<file path="src/rtl/pe_wb_arbiter.sv">
// Writeback arbiter for the PE register file write port: EX results have priority,
// long-latency results queue in a small FIFO and are tracked in a pending scoreboard.
module pe_wb_arbiter #(
  parameter int DATA_WIDTH     = 32,
  parameter int RF_INDEX_WIDTH = 5,
  parameter int FIFO_DEPTH     = 2,
  parameter int STARVE_LIMIT   = 4
) (
  input  logic                         iClk,
  input  logic                         iReset,
  input  logic                         iEX_WB_Valid,
  input  logic [RF_INDEX_WIDTH-1:0]    iEX_WB_Addr,
  input  logic [DATA_WIDTH-1:0]        iEX_WB_Data,
  input  logic                         iLD_WB_Valid,
  output logic                         oLD_WB_Ready,
  input  logic [RF_INDEX_WIDTH-1:0]    iLD_WB_Addr,
  input  logic [DATA_WIDTH-1:0]        iLD_WB_Data,
  output logic [RF_INDEX_WIDTH-1:0]    oWB_RF_Write_Addr,
  output logic [DATA_WIDTH-1:0]        oWB_RF_Write_Data,
  output logic                         oWB_RF_Write_Enable,
  output logic                         oWB_Stall,
  output logic [2**RF_INDEX_WIDTH-1:0] oWB_Pending
);

  localparam int PTR_W = $clog2(FIFO_DEPTH);
  localparam int CNT_W = $clog2(STARVE_LIMIT + 1);
  localparam int NREG  = 2**RF_INDEX_WIDTH;

  logic [RF_INDEX_WIDTH-1:0] addrMem [FIFO_DEPTH];
  logic [DATA_WIDTH-1:0]     dataMem [FIFO_DEPTH];
  logic [FIFO_DEPTH-1:0]     slotValid;
  logic [FIFO_DEPTH-1:0]     slotValidNext;
  logic [PTR_W-1:0]          rdPtr;
  logic [PTR_W-1:0]          wrPtr;
  logic [PTR_W-1:0]          wrPtrNext;
  logic [CNT_W-1:0]          starveCnt;
  logic [CNT_W-1:0]          starveCntNext;
  logic [NREG-1:0]           pendingNext;
  logic                      exEff;
  logic                      fifoEmpty;
  logic                      pop;
  logic                      push;

  assign exEff     = iEX_WB_Valid && (iEX_WB_Addr >= RF_INDEX_WIDTH'(2));
  assign fifoEmpty = !slotValid[rdPtr];
  assign pop       = !exEff && !fifoEmpty;
  assign push      = iLD_WB_Valid && oLD_WB_Ready && (iLD_WB_Addr >= RF_INDEX_WIDTH'(2));
  assign wrPtrNext = push ? wrPtr + PTR_W'(1) : wrPtr;

  // Pending is rebuilt from the surviving slots, so a popped register stays set
  // while any other queued entry (or this cycle's push) still targets it.
  always_comb begin
    slotValidNext = slotValid;
    if (pop)  slotValidNext[rdPtr] = 1'b0;
    if (push) slotValidNext[wrPtr] = 1'b1;
    pendingNext = '0;
    for (int unsigned i = 0; i < FIFO_DEPTH; i++) begin
      if (slotValidNext[i] && !(push && PTR_W'(i) == wrPtr))
        pendingNext[addrMem[PTR_W'(i)]] = 1'b1;
    end
    if (push) pendingNext[iLD_WB_Addr] = 1'b1;
  end

  always_comb begin
    starveCntNext = starveCnt;
    if (pop || fifoEmpty)
      starveCntNext = '0;
    else if (starveCnt < CNT_W'(STARVE_LIMIT))
      starveCntNext = starveCnt + CNT_W'(1);
  end

  always_ff @(posedge iClk) begin
    if (push) begin
      addrMem[wrPtr] <= iLD_WB_Addr;
      dataMem[wrPtr] <= iLD_WB_Data;
    end
  end

  always_ff @(posedge iClk) begin
    if (iReset) begin
      slotValid           <= '0;
      rdPtr               <= '0;
      wrPtr               <= '0;
      starveCnt           <= '0;
      oLD_WB_Ready        <= 1'b0;
      oWB_RF_Write_Addr   <= '0;
      oWB_RF_Write_Data   <= '0;
      oWB_RF_Write_Enable <= 1'b0;
      oWB_Stall           <= 1'b0;
      oWB_Pending         <= '0;
    end else begin
      slotValid    <= slotValidNext;
      wrPtr        <= wrPtrNext;
      starveCnt    <= starveCntNext;
      oLD_WB_Ready <= !slotValidNext[wrPtrNext];
      oWB_Stall    <= (starveCntNext >= CNT_W'(STARVE_LIMIT));
      oWB_Pending  <= pendingNext;
      if (exEff) begin
        oWB_RF_Write_Addr   <= iEX_WB_Addr;
        oWB_RF_Write_Data   <= iEX_WB_Data;
        oWB_RF_Write_Enable <= 1'b1;
      end else if (pop) begin
        oWB_RF_Write_Addr   <= addrMem[rdPtr];
        oWB_RF_Write_Data   <= dataMem[rdPtr];
        oWB_RF_Write_Enable <= 1'b1;
        rdPtr               <= rdPtr + PTR_W'(1);
      end else begin
        oWB_RF_Write_Enable <= 1'b0;
      end
    end
  end

endmodule

</file>
<file path="config.mk">
export PLATFORM = sky130hd
export DESIGN_NAME = pe_wb_arbiter
export DESIGN_NICKNAME = d
export VERILOG_FILES = /design/src/rtl/pe_wb_arbiter.sv
export SDC_FILE = /design/constraint.sdc
export NUM_CORES = 1
export LEC_CHECK = 0
export CORE_ASPECT_RATIO = 1.5
export CORE_MARGIN = 2
export CORE_UTILIZATION = 50
export CTS_BUF_LIST = sky130_fd_sc_hd__clkbuf_8 sky130_fd_sc_hd__clkbuf_16
export CTS_CLUSTER_SIZE = 14
export DETAILED_ROUTE_END_ITERATION = 6
export HOLD_SLACK_MARGIN = 0.1
export PLACE_DENSITY = 0.8
export SYNTH_ARGS = -nofsm -noshare
export SYNTH_HDL_FRONTEND = slang
export SYNTH_SLANG_ARGS = --single-unit
</file>
<file path="constraint.sdc">
create_clock -name iClk -period 4.5 [get_ports iClk]
set_input_delay 0.675 -clock iClk [delete_from_list [all_inputs] [get_ports iClk]]
set_output_delay 0.675 -clock iClk [all_outputs]
set_load 0.05 [all_outputs]
</file>
==> flow_metrics.py <==
metrics = {
    "run_status": {
        "status": "complete, no violations",
    },
    "grt": {
        "grt_max_degree": 79,
        "grt_util_all_layers_pct": 26.4,
        "antenna_found_initial": 0,
        "grt_overflow_total": 0,
        "grt_pass1_wl_mm": 28.6,
        "grt_pass1_vias": 5298,
    },
    "sta": {
        "tns_ps": 0,
        "skew_ps": 11.6,
        "drv_slew": 0,
        "period_minus_slack_ps": 3370,
        "post-route-period-util_pct": 74.8,
        "setup_viol": 0,
        "whs_ps": 565,
        "fmax_ghz": 0.297,
        "rsz0062_at_grt": "no",
        "hold_viol": 0,
        "slew-limit-headroom_pct": 18.5,
        "tightest_slew_ps": 1210,
    },
    "final_layout": {
        "nFillCells": 998,
        "final_util_pct": 67.1,
        "diodes": 0,
        "multi_input_area_mm2": 0.00247,
        "layout-drive-gt1-share_pct": 7.30,
        "stdcell_count": 926,
        "nets": 835,
        "regArea_mm2": 0.00380,
        "area_growth_pct": 32.5,
        "final_area_mm2": 0.00864,
    },
    "clocking": {
        "postCtsHoldBufs": 0,
        "root_buffer": "clkbuf_16",
        "cts.htree.levels": 4,
        "ctsLongestPathBuffers": 2,
        "clkLatencyLatePin_ps": 420,
        "cts_buffers": 17,
        "clock_sinks": 153,
        "path_clk_slew_ps": 70,
        "post-cts-setup-buffer-count": 0,
        "cts_resized": 0,
        "cts_tree": "yes",
    },
    "synthesis": {
        "synth_ff_type": "dfxtp_1",
        "synth_fa_ha_area_share_pct": 0.575,
        "yosysSeqAreaShare_pct": 58.3,
        "syn_area_per_cell_um2": 10.3,
        "synthTopCellsByCount": "nand2_1 (104), a21oi_1 (82), dfxtp_1 (79)",
        "synth_cell_types": 48,
        "synth_cells": 631,
        "synthSimpleGateAreaFrac_pct": 15.6,
        "synth_top_family_by_area": "simple AND/OR/NAND/NOR gates",
        "netlist_top_cells_area": "edfxtp_1 (34%), dfxtp_1 (24%), a21oi_1 (6.3%)",
        "synth_compound_area_share_pct": 15.2,
        "async_reset_ff_share_pct": 0,
        "syn_nets": 712,
        "synth_edf_count": 74,
        "yosys.area.top_type": "edfxtp_1",
        "synthXorXnorAreaFrac_pct": 0.134,
        "synth_top_area_share_pct": 34.1,
        "synth-seq-cells": 153,
        "yosysWarnings": 0,
        "synth.cell_area_mm2": 0.00652,
        "yosysMostFrequentCell": "nand2_1",
        "synthMuxAreaShare_pct": 6.31,
    },
    "worst_hold_path": {
        "min_path_type": "register to register",
    },
    "power_and_ir_drop": {
        "cellLeakagePower_uw": 0.00276,
        "peakVddDrop_mv": 0.257,
        "p_per_area_mw_per_mm2": 405,
    },
    "worst_setup_path": {
        "cp_top_family": "simple AND/OR/NAND/NOR gates",
        "worst_setup_path_start_kind": "input port",
        "cp_max_fo": 20,
        "path_cells": "clkdlybuf4s50_1 > or4_4 > nand3_4 > inv_4 > ha_2 > nand2b_1 > nor3_1 > o2bb2ai_1 > a21oi_1 > a21oi_1",
        "crit_type": "input port to register",
        "worstPathRequired_ps": 4840,
        "slowest_delay_ps": 620,
        "critPathArrivalTime_ps": 3710,
        "end_kind": "register",
        "critPathBufInv": 2,
        "cpMostUsedCell": "a21oi_1",
        "cp_slowest_cell": "or4_4",
    },
    "placed_design": {
        "gp_congestion": 1.03,
        "hpwl_mm": 12.6,
        "portBuffers": 149,
        "placed_cell_area_mm2": 0.00804,
        "placedCellCount": 894,
    },
    "floorplan": {
        "placementRows": 51,
        "io_pins": 150,
        "die_h_um": 144,
        "die_w_um": 97.3,
        "start_util_pct": 50.6,
        "dieArea_mm2": 0.0140,
        "core_area_mm2": 0.0129,
    },
    "routing": {
        "drt-initial-drc-count": 314,
        "drt_wl_total_mm": 18.5,
        "drc": 0,
        "wl_per_cell_um": 20.0,
        "vias": 5445,
        "drtAntennaViolNets": 0,
        "first_pass_iters": 6,
        "via_per_inst": 5.88,
    },
    "job": {
        "drv_cap": 0,
    },
}
==> metal layers <==
layer  global-route usage, %  share of wire (%)  vias to the layer above
met5                       0                  0                        -
met2                    45.3                 51                      278
li1                        -                  -                     2563
met1                    30.1                 37                     2546
met3                    5.98                6.4                       58
met4                    16.2                5.6                        0
==> sequential cells by signal (all words and copies together) (netlist names), named ones only <==
name	cells
addrMem	10
oWB_RF_Write_Addr	5
rdPtr	1
wrPtr	1
slotValid	2
starveCnt	2
oWB_Stall	1
dataMem	64
oWB_Pending	32
oLD_WB_Ready	1
oWB_RF_Write_Enable	1
oWB_RF_Write_Data	32
==> cell usage in the layout, fill, tap and decap left out, types with 2 or more instances in the layout <==
cell             instances
a21oi_1                 82
a21oi_2                  2
a311oi_1                 2
a31oi_1                 16
and2_1                   2
and3_1                   2
buf_4                    8
bufinv_16                2
clkbuf_16               17
clkdlybuf4s50_1        148
clkinvlp_4               2
dfxtp_1                 78
edfxtp_1                74
ha_2                     2
inv_1                    2
inv_6                    4
inv_8                    5
mux2i_1                 40
nand2_1                104
nand2b_1                 4
nand3_1                 35
nand3b_1                 3
nand4_1                  2
nand4b_1                 2
nor2_1                  31
nor2b_1                  4
nor3_1                   8
nor3b_1                  3
nor4_1                   6
o211ai_1                37
o22ai_1                  8
o2bb2ai_1                7
or3_1                    3
==> worst paths after layout <==
| path | startpoint | end | slack [ps] | cells past startpoint |
|---|---|---|---|---|
| max reg2reg | oLD_WB_Ready$_SDFF_PP0_ | oWB_Pending[30]$_SDFF_PP0_ | 2040 | 9 |
| min reg2reg | starveCnt[0]$_SDFF_PP0_ | starveCnt[0]$_SDFF_PP0_ | 570 | 2 |
| max | iLD_WB_Addr[3] | oWB_Pending[25]$_SDFF_PP0_ | 1130 | 10 |
| min | starveCnt[0]$_SDFF_PP0_ | starveCnt[0]$_SDFF_PP0_ | 570 | 2 |
==> worst register-to-register path, cell delays in order, from the launching register on <==
cell and delay (ps):
dfxtp_1 480, nand3_4 150, inv_4 100, ha_2 500, buf_4 450, nor3_1 110
buf_4 180, o2bb2ai_1 120, a21oi_1 140, a21oi_1 80
==> metrics by stage <==
| step | setup WS (ps) | power, uW |
|---|---|---|
| 3_5_place_dp | 758 | 2040 |
| 6_report | 1130 | 3500 |
| 3_3_place_gp | 897 | 2040 |
| 4_1_cts | 1190 | 3510 |
| 5_1_grt | 982 | 3600 |
| 2_1_floorplan | 1160 | 1860 |
==> cell type report <==
cell class | count | share of cell area, %
clock buffers | 17 | 4.92
clock inverters | 15 | 2.08
repair buffers | 157 | 17.9
flip-flops and latches | 153 | 44.0
well taps | 159 | 2.30
multi-input cells | 422 | 28.6
inverters | 3 | 0.159
==> cell families (layout without fill, tap and decap cells) <==
logic type / Yosys count / count (layout)
simple gates: 217 / 217
compound gates: 160 / 160
flops: 153 / 153
buf+inv: 56 / 192
mux: 41 / 41
fa+ha+maj: 3 / 3
xor+xnor: 1 / 1
==> power by group <==
group	internal (uW)	switching (uW)
clock network	843	641
registers	1520	46.5
logic	173	274
No activity file was read; power rests on OpenSTA's default activity.
